==> src/rtl/l5q1e_spram.sv <==
// l5q1e_spram: single-port synchronous RAM with registered read, selectable collision mode and optional output register
module l5q1e_spram #(
    parameter int                    DATA_WIDTH = 8,
    parameter int                    ADDR_WIDTH = 3,
    parameter                        WRITE_MODE = "WRITE_FIRST",
    parameter bit                    OUT_REG    = 1'b0,
    parameter logic [DATA_WIDTH-1:0] RST_VAL    = '0
) (
    input  logic                  clka,
    input  logic                  rsta,
    input  logic [0:0]            wea,
    input  logic [ADDR_WIDTH-1:0] addra,
    input  logic [DATA_WIDTH-1:0] dina,
    output logic [DATA_WIDTH-1:0] douta
);
    localparam int  DEPTH      = 2 ** ADDR_WIDTH;
    localparam bit  read_first = (WRITE_MODE == "READ_FIRST");
    localparam bit  no_change  = (WRITE_MODE == "NO_CHANGE");

    logic [DATA_WIDTH-1:0] mem [DEPTH] = '{default: '0};
    logic [DATA_WIDTH-1:0] latch = RST_VAL;
    logic [DATA_WIDTH-1:0] coll;

    // value the read latch takes when a write hits the same edge
    always_comb coll = no_change ? latch : read_first ? mem[addra] : dina;

    always_ff @(posedge clka) begin
        if (wea[0]) mem[addra] <= dina;
        if (rsta) latch <= RST_VAL;
        else latch <= wea[0] ? coll : mem[addra];
    end

    if (OUT_REG) begin : g_reg
        logic [DATA_WIDTH-1:0] pipe = RST_VAL;
        always_ff @(posedge clka) pipe <= rsta ? RST_VAL : latch;
        assign douta = pipe;
    end else begin : g_noreg
        assign douta = latch;
    end
endmodule

==> config.mk <==
export PLATFORM = sky130hd
export DESIGN_NAME = l5q1e_spram
export DESIGN_NICKNAME = d
export VERILOG_FILES = /design/src/rtl/l5q1e_spram.sv
export SDC_FILE = /design/constraint.sdc
export NUM_CORES = 1
export LEC_CHECK = 0
export ABC_AREA = 1
export CAP_MARGIN = 25
export CELL_PAD_IN_SITES_DETAIL_PLACEMENT = 0
export CELL_PAD_IN_SITES_GLOBAL_PLACEMENT = 1
export CORE_ASPECT_RATIO = 0.7
export CORE_MARGIN = 10
export CORE_UTILIZATION = 30
export CTS_BUF_LIST = sky130_fd_sc_hd__clkbuf_8 sky130_fd_sc_hd__clkbuf_16
export CTS_CLUSTER_DIAMETER = 120
export CTS_CLUSTER_SIZE = 24
export DETAILED_ROUTE_END_ITERATION = 12
export GPL_TIMING_DRIVEN = 0
export PLACE_DENSITY_LB_ADDON = 0.1
export SETUP_SLACK_MARGIN = 0.05
export SLEW_MARGIN = 20
export SYNTH_ARGS = -nofsm -noshare
export SYNTH_HDL_FRONTEND = slang
export SYNTH_SLANG_ARGS = --single-unit
==> constraint.sdc <==
create_clock -name clka -period 4.4 [get_ports clka]
set_clock_uncertainty 0.15 [all_clocks]
set_input_delay 1.1 -clock clka [delete_from_list [all_inputs] [get_ports clka]]
set_output_delay 1.1 -clock clka [all_outputs]
set_load 0.05 [all_outputs]
==> summary.md <==
| Metric | Value |
|---|---|
| Setup Buffers After CTS | `0` |
| Global placer's final weighted congestion | `0.720` |
| Highest ir drop seen on vdd | `0.000180 V` |
| Hold path startpoint | `mem[7][3]$_DFFE_PP_` |
| Post-CTS Resized | `0` |
| Max Buffers Root-to-Sink | `2` |
| Ordered list of cells on the worst path | `clkdlybuf4s50_1 > inv_2 > buf_2 > nand2_1 > nor2_1` |
| Average wire length per cell after detail routing | `16.6 um` |
| Post-synthesis register bit count | `72` |
| Mean instance size in the synthesized netlist | `10.4 um2` |
| Logic gate share of total power | `0.085` |
| Vias in the first global route | `1902` |
| Crit path arrival time | `3.01 ns` |
| Number of hold violations in the final report | `0` |
| Worst reg2reg path endpoint | `douta[5]$_SDFF_PP0_` |
| Total number of H-tree levels | `3` |
| Max-slew violations | `0` |
| Max stage delay cell, worst path | `nor2_1` |
| Worst relative slew slack | `0.365` |
| Worst reg2reg path depth | `6` |
| Switch share | `0.232` |
| Total vias in the final route | `1956` |
| Element type at the critical path start | `input pin` |
| Minimum clock period after layout | `3.20 ns` |
| Clock slew at reported path FFs | `0.05 ns` |
| Area enclosed by the die boundary | `14500 um2` |
| Number of fill cells in the layout | `985` |
| IO Pins | `22` |
| Number of routed nets with antenna violations | `0` |
| Post-route setup slack | `1.20 ns` |
| Reg-to-reg critical path startpoint | `mem[6][5]$_DFFE_PP_` |
| Multi-input gate area | `646 um2` |
| Routed WL | `7540 um` |
| Cell area after synthesis | `3010 um2` |
| Post-Route Utilization | `0.376` |
| Final #Nets | `337` |
| Share of the yosys chip area belonging to registers | `0.691` |
| Register cell area after layout | `2080 um2` |
| Starting density of the core | `0.309` |
| YS warnings | `0` |
| Reported net switching power | `376 uW` |
| Accumulated negative setup slack | `0 ns` |
| Largest family of logic cells by synthesized area | `simple AND/OR/NAND/NOR gates` |
| Setup repair after global routing missed its margin | `no` |
| Number of detailed-route iterations in the first pass | `4` |
| Number of buffers and inverters on the critical path | `3` |
| Sum of net half-perimeters after detailed placement | `4930 um` |
| Synth Area in Adders | `0` |
| Clk root buf | `clkbuf_16` |
| Diodes inserted | `0` |
| CTS sink cnt | `72` |
| Final setup violation count | `0` |
| WHS Endpoint | `douta[3]$_SDFF_PP0_` |
| Area grow syn2layout | `21.8%` |
| Synthesized-area fraction occupied by ao, oa, aoi and oai cells | `0.0249` |
| Endpoint class of the critical path | `flip-flop` |
| Synth Net Count | `305` |
| Post-synthesis cell count | `291` |
| Overall die width | `140 um` |
| Cell internal pwr | `1.25 mW` |
| Leakage Power | `1.51 nW` |
| Worst slack on hold paths | `0.431 ns` |
| Core area | `9760 um2` |
| Worst setup timing slack at the placement stage | `0.788 ns` |
| Wire length of the first global-routing pass | `11800 um` |
| Placement row count | `30` |
| Outcome | `finished clean` |
| Largest stage delay on the critical path | `0.75 ns` |
| Total of max-cap violations | `0` |
| Final routed DRC violation total | `0` |
| Xor/xnor share of the synthesized area | `0` |
| Power consumption | `1.62 mW` |
| CTS tree | `done` |
| Height of the die | `104 um` |
| HP Class | `flip-flop to flip-flop` |
| Share of cell area taken by muxes after synthesis | `0` |
| CP Data Required Time | `4.21 ns` |
| Clk_lat worst skew | `0.34 ns` |
| Tot GR Track Use | `0.110` |
| Worst-Margin Slew | `0.949 ns` |
| Crit Path Category | `input pin to flip-flop` |
| Total CTS buffers | `9` |
| Post-synthesis simple-gate area fraction | `0.189` |
| Share of the cycle needed by the critical path after routing | `0.727` |
| Total congestion overflow after global routing | `0` |
| DRT iter0 DRCs | `164` |
| Total power divided by cell area | `442 nW/um2` |
| Number of cells on the worst hold path | `4` |
| Post-synthesis cell type count | `18` |
| Port bufs | `21` |
| Hold bufs inserted after CTS | `0` |
| R2R Setup Slk | `3.18 ns` |
| Number of antenna violations at the first check in global routing | `0` |
| Worst-path maximum fanout | `10` |
| Relative contribution of sequential cells to total power | `0.478` |
| Clk pwr share | `0.437` |
| Layout cells sized above 1 | `0.101` |
| Timing-limited maximum frequency | `0.313 GHz` |
| DR vias/cell | `4.30` |
| Cell family contributing the most delay on the critical path | `buffers and inverters` |
| Maximum number of pins on one net before global-route repair | `13` |
-- cell usage in the layout, fill, tap and decap left out, types with 2 or more instances in the layout --
cell type / n
buf_2: 4
nand3_1: 33
dfxtp_1: 8
edfxtp_1: 64
clkbuf_16: 9
inv_1: 54
inv_2: 7
o21ai_1: 4
clkinv_2: 3
nor2_4: 2
o21ai_0: 11
nand2_1: 63
nor2_1: 34
clkdlybuf4s50_1: 21
-- worst max-delay path by stage --
stage / from / endpoint / slack (ns) / depth (start not counted)
2_1_floorplan: addra[0] / mem[0][0]$_DFFE_PP_ / 2.00 / 4
6_report: addra[0] / mem[2][1]$_DFFE_PP_ / 1.20 / 5
4_1_cts: addra[0] / mem[0][5]$_DFFE_PP_ / 1.14 / 5
5_1_grt: addra[0] / mem[0][5]$_DFFE_PP_ / 1.02 / 5
3_3_place_gp: addra[0] / mem[0][2]$_DFFE_PP_ / 0.79 / 5
3_5_place_dp: addra[0] / mem[0][2]$_DFFE_PP_ / 0.79 / 5
-- cells in the mapped netlist --
master	instances	area, um2
buf_8	1	15.0
buf_6	1	11.3
buf_2	4	20.0
o21ai_1	4	20.0
inv_1	54	203
clkinv_1	1	3.75
dfxtp_1	8	160
nor2_4	2	22.5
nor2_2	1	6.26
or2_1	1	6.26
nand2_1	63	236
nand3_1	33	165
inv_2	7	26.3
o21ai_0	11	55.1
nor2_1	34	128
nand2_2	1	6.26
buf_4	1	7.51
edfxtp_1	64	1920
-- kinds of logic (layout without fill, tap and decap cells) --
logic type	after synthesis	count (layout)
AND/OR/NAND/NOR	135	135
flip-flops	72	72
buffers and inverters	69	105
AO/OA/AOI/OAI	15	15
-- sequential cells by signal, indices dropped and copies added, names as in the netlist --
| register | flops |
|---|---|
| mem | 64 |
| douta | 8 |
-- power by group through the flow --
stage	logic [mW]	registers (mW)	clock network, mW
floorplan	0.0563	0.810	0
global placement	0.141	0.790	0
detailed placement	0.140	0.790	0
CTS	0.141	0.776	0.726
global route	0.153	0.778	0.763
finish	0.139	0.776	0.709
-- stage by stage --
stage | instances | area (um2)
after global routing | 455 | 3670
after global placement | 440 | 3380
after CTS | 455 | 3670
after floorplan | 291 | 3010
after detailed placement | 440 | 3380
final | 455 | 3670
-- tightest hold or removal path, stage by stage (launching register included) --
cell      delay (ns)
edfxtp_1        0.31
o21ai_0         0.07
nand2_1         0.05
nor2_1          0.04
nor2_1          0.07
-- final cells by class --
type	count	share of cell area
repair buffers	21	0.0573
inverters	62	0.0634
flip-flops and latches	72	0.567
clock inverters	6	0.0167
multi-input cells	150	0.176
clock buffers	9	0.0613
well taps	128	0.0436
plain buffers	7	0.0147
-- routing by layer --
metal | global-route usage | up-vias | part of all wire
li1 | - | 990 | -
met5 | 0 | - | 0
met1 | 0.155 | 909 | 0.52
met3 | 0.0484 | 12 | 0.060
met4 | 0.0338 | 0 | 0.018
met2 | 0.144 | 45 | 0.41
Note: power is estimated with default switching activity, not from simulation.
